**config.mk**
```make
export PLATFORM = sky130hd
export DESIGN_NAME = updown_decoder
export DESIGN_NICKNAME = d
export VERILOG_FILES = /design/src/rtl/updown_decoder_pkg.sv /design/src/rtl/updown_step_classify.sv /design/src/rtl/updown_decoder.sv
export SDC_FILE = /design/constraint.sdc
export NUM_CORES = 1
export LEC_CHECK = 0
export CAP_MARGIN = 20
export CORE_MARGIN = 10
export CORE_UTILIZATION = 35
export CTS_CLUSTER_SIZE = 8
export DETAILED_ROUTE_END_ITERATION = 7
export PLACE_DENSITY_LB_ADDON = 0.1
export SYNTH_ARGS = -nofsm -noshare
export SYNTH_HDL_FRONTEND = slang
export SYNTH_SLANG_ARGS = --single-unit
```
**constraint.sdc**
```tcl
create_clock -name clk -period 2.2 [get_ports clk]
set_input_delay 0.44 -clock clk [delete_from_list [all_inputs] [get_ports clk]]
set_output_delay 0.44 -clock clk [all_outputs]
set_load 0.05 [all_outputs]
```
**src/rtl/updown_decoder_pkg.sv**
```systemverilog
`default_nettype none
// +------------------------------------------------------------------------+
// | Module  : updown_decoder_pkg                                           |
// | Purpose : Shared types for the up/down count-bus decoder: FSM state    |
// |           encoding, step class encoding and the hold counter width.    |
// | Ports   : none (package)                                               |
// | Rev     : 1.0  initial release                                         |
// +------------------------------------------------------------------------+
package updown_decoder_pkg;

   localparam int unsigned HOLD_CNT_W = 8;

   typedef enum logic [1:0] {
      ST_PRIME = 2'd0,
      ST_IDLE  = 2'd1,
      ST_UP    = 2'd2,
      ST_DOWN  = 2'd3
   } state_t;

   typedef enum logic [1:0] {
      CLS_HOLD    = 2'd0,
      CLS_UP      = 2'd1,
      CLS_DOWN    = 2'd2,
      CLS_ILLEGAL = 2'd3
   } step_cls_t;

endpackage
`default_nettype wire

```
**src/rtl/updown_step_classify.sv**
```systemverilog
`default_nettype none
// +------------------------------------------------------------------------+
// | Module  : updown_step_classify                                         |
// | Purpose : Combinational classification of one count-bus step.          |
// | Ports   : prev      - previous sampled count                           |
// |           count_in  - current count                                    |
// |           cls       - HOLD / UP / DOWN / ILLEGAL                       |
// |           wrap_up   - all-ones -> 0 step                               |
// |           wrap_down - 0 -> all-ones step                               |
// | Rev     : 1.0  initial release                                         |
// +------------------------------------------------------------------------+
module updown_step_classify
   import updown_decoder_pkg::*;
#(
   parameter int unsigned WIDTH = 4
) (
   input  logic [WIDTH-1:0] prev,
   input  logic [WIDTH-1:0] count_in,
   output step_cls_t        cls,
   output logic             wrap_up,
   output logic             wrap_down
);

   // Modular difference: +1 and -1 (all-ones) include the wrap cases.
   logic [WIDTH-1:0] delta;
   assign delta = count_in - prev;

   always_comb begin
      cls = CLS_ILLEGAL;
      if (delta == '0)
         cls = CLS_HOLD;
      else if (delta == WIDTH'(1))
         cls = CLS_UP;
      else if (delta == '1)
         cls = CLS_DOWN;
   end

   assign wrap_up   = (prev == '1) && (count_in == '0);
   assign wrap_down = (prev == '0) && (count_in == '1);

endmodule
`default_nettype wire

```
**src/rtl/updown_decoder.sv**
```systemverilog
`default_nettype none
// +------------------------------------------------------------------------+
// | Module  : updown_decoder                                               |
// | Purpose : Run-time monitor for an up/down counter. Classifies each     |
// |           sampled step, tracks direction with an FSM, flags wraps and  |
// |           keeps a saturating count of illegal jumps.                   |
// | Ports   : clk, rst (async, active-low), count_in, en, clr_err          |
// |           dir_up, dir_down, idle         - direction levels           |
// |           step_up, step_down, wrap_up, wrap_down, illegal, dir_change  |
// |                                          - one-cycle pulses           |
// |           err_cnt                        - saturating illegal count   |
// | Rev     : 1.0  initial release                                         |
// +------------------------------------------------------------------------+
module updown_decoder
   import updown_decoder_pkg::*;
#(
   parameter int unsigned WIDTH    = 4,
   parameter int unsigned ERR_W    = 8,
   parameter int unsigned HOLD_MAX = 15
) (
   input  logic             clk,
   input  logic             rst,
   input  logic [WIDTH-1:0] count_in,
   input  logic             en,
   input  logic             clr_err,
   output logic             dir_up,
   output logic             dir_down,
   output logic             idle,
   output logic             step_up,
   output logic             step_down,
   output logic             wrap_up,
   output logic             wrap_down,
   output logic             illegal,
   output logic             dir_change,
   output logic [ERR_W-1:0] err_cnt
);

   localparam logic [HOLD_CNT_W-1:0] HOLD_LIMIT = HOLD_CNT_W'(HOLD_MAX);
   localparam logic [ERR_W-1:0]      ERR_ONE    = {{(ERR_W-1){1'b0}}, 1'b1};

   state_t                state;
   state_t                state_nxt;
   logic [WIDTH-1:0]      prev;
   logic [HOLD_CNT_W-1:0] hold_cnt;
   logic [HOLD_CNT_W-1:0] hold_nxt;
   logic [HOLD_CNT_W-1:0] hold_inc;
   logic [ERR_W-1:0]      err_base;
   logic [ERR_W-1:0]      err_nxt;
   logic                  dchg_nxt;
   logic                  classify;
   step_cls_t             cls;
   logic                  wu_c;
   logic                  wd_c;

   updown_step_classify #(
      .WIDTH (WIDTH)
   ) u_classify (
      .prev      (prev),
      .count_in  (count_in),
      .cls       (cls),
      .wrap_up   (wu_c),
      .wrap_down (wd_c)
   );

   // prev is meaningless while in PRIME, so nothing is classified there.
   assign classify = en && (state != ST_PRIME);
   assign hold_inc = hold_cnt + HOLD_CNT_W'(1);

   always_comb begin
      state_nxt = state;
      hold_nxt  = hold_cnt;
      dchg_nxt  = 1'b0;
      case (state)
         ST_PRIME: state_nxt = ST_IDLE;
         ST_IDLE: begin
            if (cls == CLS_UP)
               state_nxt = ST_UP;
            else if (cls == CLS_DOWN)
               state_nxt = ST_DOWN;
         end
         ST_UP: begin
            case (cls)
               CLS_UP:      hold_nxt = '0;
               CLS_DOWN:    begin state_nxt = ST_DOWN; dchg_nxt = 1'b1; end
               CLS_ILLEGAL: state_nxt = ST_IDLE;
               default: begin
                  if (hold_inc == HOLD_LIMIT)
                     state_nxt = ST_IDLE;
                  else
                     hold_nxt = hold_inc;
               end
            endcase
         end
         default: begin  // ST_DOWN
            case (cls)
               CLS_DOWN:    hold_nxt = '0;
               CLS_UP:      begin state_nxt = ST_UP; dchg_nxt = 1'b1; end
               CLS_ILLEGAL: state_nxt = ST_IDLE;
               default: begin
                  if (hold_inc == HOLD_LIMIT)
                     state_nxt = ST_IDLE;
                  else
                     hold_nxt = hold_inc;
               end
            endcase
         end
      endcase
      if (state_nxt != state)
         hold_nxt = '0;
   end

   // Clear takes effect before the increment, so clear + illegal yields 1.
   always_comb begin
      err_base = clr_err ? '0 : err_cnt;
      err_nxt  = err_base;
      if (classify && (cls == CLS_ILLEGAL) && (err_base != '1))
         err_nxt = err_base + ERR_ONE;
   end

   always_ff @(posedge clk or negedge rst) begin
      if (!rst) begin
         state      <= ST_PRIME;
         prev       <= '0;
         hold_cnt   <= '0;
         err_cnt    <= '0;
         dir_up     <= 1'b0;
         dir_down   <= 1'b0;
         idle       <= 1'b1;
         step_up    <= 1'b0;
         step_down  <= 1'b0;
         wrap_up    <= 1'b0;
         wrap_down  <= 1'b0;
         illegal    <= 1'b0;
         dir_change <= 1'b0;
      end else begin
         err_cnt    <= err_nxt;
         step_up    <= classify && (cls == CLS_UP);
         step_down  <= classify && (cls == CLS_DOWN);
         wrap_up    <= classify && (cls == CLS_UP) && wu_c;
         wrap_down  <= classify && (cls == CLS_DOWN) && wd_c;
         illegal    <= classify && (cls == CLS_ILLEGAL);
         dir_change <= classify && dchg_nxt;
         if (en) begin
            prev     <= count_in;
            state    <= state_nxt;
            hold_cnt <= hold_nxt;
            dir_up   <= (state_nxt == ST_UP);
            dir_down <= (state_nxt == ST_DOWN);
            idle     <= (state_nxt == ST_IDLE) || (state_nxt == ST_PRIME);
         end else begin
            // A sampling gap invalidates prev; re-prime on the next sample.
            state    <= ST_PRIME;
            dir_up   <= 1'b0;
            dir_down <= 1'b0;
            idle     <= 1'b1;
         end
      end
   end

endmodule
`default_nettype wire
```
==> results.toml <==
[floorplan]
rows = 25
start_util_pct = 35.8
core_mm2 = 0.00466
die_h_um = 89.0
ios = 25
dieArea_mm2 = 0.00792
die_w_um = 89.0

[synthesis]
ys.flop_type = "dfrtp_1"
synth_edf_count = 0
yosys.area.top_type_share_pct = 45.0
yosys_warnings = 0
synthesis.area_mm2 = 0.00167
avgSynthCellArea_um2 = 10.2
synth_area_leaders = "dfrtp_1 45%, ha_1 4.5%, o21ai_0 3.6%"
syn_nets = 178
yosysUniqueCellTypes = 43
syn_inst = 163
seq_area_frac_synth_pct = 46.6
synth-seq-cells = 31
yosysTopAreaCell = "dfrtp_1"
ys_async_sr_fraction_pct = 100

[layout]
drive_gt1_share_pct = 30.5
layout.cells.non_filler = 280
multi_input_area_um2 = 926
nets = 240
areaGrowthSynthToFinish_pct = 44.3
regArea_um2 = 777
diodes = 0
fin_area_mm2 = 0.00240
n_fill_cell = 407

[grt]
grt_pass1_wl_mm = 6.95
grt_pass1_vias = 1541
antenna_found_initial = 0
grtUsageTotal_pct = 11.3
grt_overflow = 0
grt_max_degree = 32

[worst_setup_path]
crit_slowest_cell = "or3_4"
startpoint_type = "input pin"
cp_num_buf_inv = 1
crit_path_max_fanout = 8
worst_path_largest_cell_delay_ps = 400
crit_arrival_ps = 2650
crit_type = "input pin to flip-flop"
cp_cell_sequence = "dlygate4sd2_1, ha_4, and3b_1, or3_4, a311o_1, or2_4, a21oi_4, mux2_4"
cp_top_family = "simple AND/OR/NAND/NOR gates"
crit_required_ps = 2420
cp-end-kind = "flip-flop"

[power]
p_seq_share_pct = 42.1
power.density_mw_per_mm2 = 719
p_clk_share_pct = 26.7
p_sw_uw = 559
comb_power_share_pct = 31.2
vdd_ir_drop_max_uv = 375
p_leak_uw = 0.00105
switching_share_pct = 32.3
internal_power_uw = 1170
finalPower_uw = 1730

[drt]
viasPerCell = 5.19
postRouteAntennaNets = 0
wl_mm = 3.99
wire_per_inst_um = 14.3
drcViolationCount = 0
drtIter0Drc = 69
drt-pass1-iter-count = 4
dr_total_vias = 1453

[clock_network]
cts_tree = "done"
cts.sinks = 31
clk-insertion-delay-late_ps = 280
ctsHoldBuffers = 0
cts.clk_slew.worst_paths_ps = 60
clockBufferDepth = 2
htree_levels = 2
cts-root-buf = "clkbuf_8"
numCtsBuffers = 5

[sta]
finalSetupViolCount = 21
holdWs_ps = 548
timing.fmax_mhz = 412
rsz0062_at_grt = "yes"
setup_ws_ps = -228
relSlewSlack_pct = 65.7
min_period_ps = 2430
finalHoldViolations = 0
worst_slew_pin_slew_ps = 513
fin_skew_ps = 5.14
maxSlewViolCount = 0
period_share_pct = 110

[placed_design]
io_buffers = 24
place_inst = 265
pre_cts_slack_ps = -973
dp_hpwl_mm = 2.96
dpl_cell_area_mm2 = 0.00219
finalWeightedCongestion = 0.812

[outcome]
status = "finished with violations"
violations = "negative setup slack"

[min_path]
hp-class = "input pin to flip-flop"

[job]
cap_violations = 0
==> layout by cell type, fill, tap and decap left out, types with 4 or more instances in the layout <==
master           Yosys  layout
a21oi_1             10      10
a221o_1              4       4
and3_1               4       4
buf_4                0      33
clkbuf_8             0       6
clkdlybuf4s50_1      0      21
dfrtp_1             30      30
ha_1                 6       4
inv_1                8       6
nand2_1              9       8
nand3_1              9       9
nand4b_1             4       4
nor2_1               7       7
nor2b_1              4       4
o21ai_0             12      11
or3_1                6       5
xnor2_1              5       5
==> final cells by class <==
| type | count | area share [%] |
|---|---|---|
| inverters | 9 | 1.40 |
| flip-flops and latches | 31 | 32.3 |
| clock buffers | 7 | 3.59 |
| clock inverters | 1 | 0.208 |
| multi-input cells | 119 | 38.5 |
| well taps | 54 | 2.81 |
| repair buffers | 59 | 21.2 |
==> cells in the mapped netlist (2+ instances only) <==
| library cell | number |
|---|---|
| xnor2_1 | 5 |
| ha_1 | 6 |
| o211ai_1 | 2 |
| inv_1 | 8 |
| nor4b_1 | 2 |
| nor4_1 | 2 |
| a22o_1 | 3 |
| mux2_2 | 3 |
| nor3_1 | 5 |
| clkbuf_1 | 2 |
| and2_1 | 3 |
| nand4b_1 | 4 |
| or3_1 | 6 |
| nand2b_1 | 2 |
| and3_1 | 4 |
| a21o_1 | 2 |
| a221o_1 | 4 |
| dfrtp_1 | 30 |
| o21ai_0 | 12 |
| nand2_1 | 9 |
| a21oi_1 | 10 |
| nor2b_1 | 4 |
| nand3_1 | 9 |
| nor2_1 | 7 |
==> layer usage <==
metal / vias to the layer above / track usage (%) / share of wire (%) / wire length, µm
li1: 719 / - / - / -
met1: 700 / 12.7 / 47 / 1870
met2: 28 / 18.8 / 48 / 1920
met3: 6 / 2.46 / 4.2 / 166
met4: 0 / 7.37 / 0.88 / 35
met5: - / 0 / 0 / 0
==> worst register-to-register path: stages, from the launching register on <==
cell     delay (ps)
dfrtp_1         380
inv_2            90
ha_4            210
a21o_1          170
or3_4           420
a311o_1         380
or2_4           300
a21oi_4         230
mux2_4          180
==> metrics by stage <==
| step | utilization, % | TNS [ps] |
|---|---|---|
| after floorplan | - | -1630 |
| after global placement | 47.1 | -18270 |
| after detailed placement | 47.1 | -19620 |
| after CTS | 50.6 | -2820 |
| after global routing | 51.6 | -5310 |
| final | 51.6 | -2800 |
==> worst paths after layout <==
| check | start | to | slack (ps) | cells past startpoint |
|---|---|---|---|---|
| setup / recovery | count_in[1] | hold_cnt[0] | -230 | 8 |
| setup reg to reg | prev[2] | hold_cnt[0] | -210 | 8 |
| hold reg to reg | prev[2] | wrap_down | 570 | 2 |
| min in group asynchronous | rst | err_cnt[4] | 560 | 2 |
| max in group asynchronous | rst | idle | 1320 | 2 |
| hold / removal | count_in[0] | prev[0] | 550 | 2 |
==> cells by family after synthesis <==
family	share of synthesized area (%)
xor gates and xnor gates	3.15
muxes	2.70
DFF	46.6
adders and majority gates	5.71
AOI/OAI and AO/OA	17.0
buffers and inverters	3.45
and+or+nand+nor	21.4
==> flip-flops by register name, summed over array words and instances, names as in the netlist, 2 cells and up <==
register	count
prev	4
hold_cnt	8
state	2
err_cnt	8
==> power by group through the flow <==
stage          combinational [µW]  sequential (µW)  clock [µW]
2_1_floorplan                 271              761           0
3_3_place_gp                  467              733           0
3_5_place_dp                  483              732           0
4_1_cts                       518              725         485
5_1_grt                       595              741         516
6_report                      539              728         461
==> timing repair <==
action	4_1_cts	5_1_grt
pin swaps	7	4
setup buffers	5	2
setup endpoints to repair	27	25
resized for setup	15	7
hold endpoints to repair	0	0
Note: power is estimated with default switching activity, not from simulation.
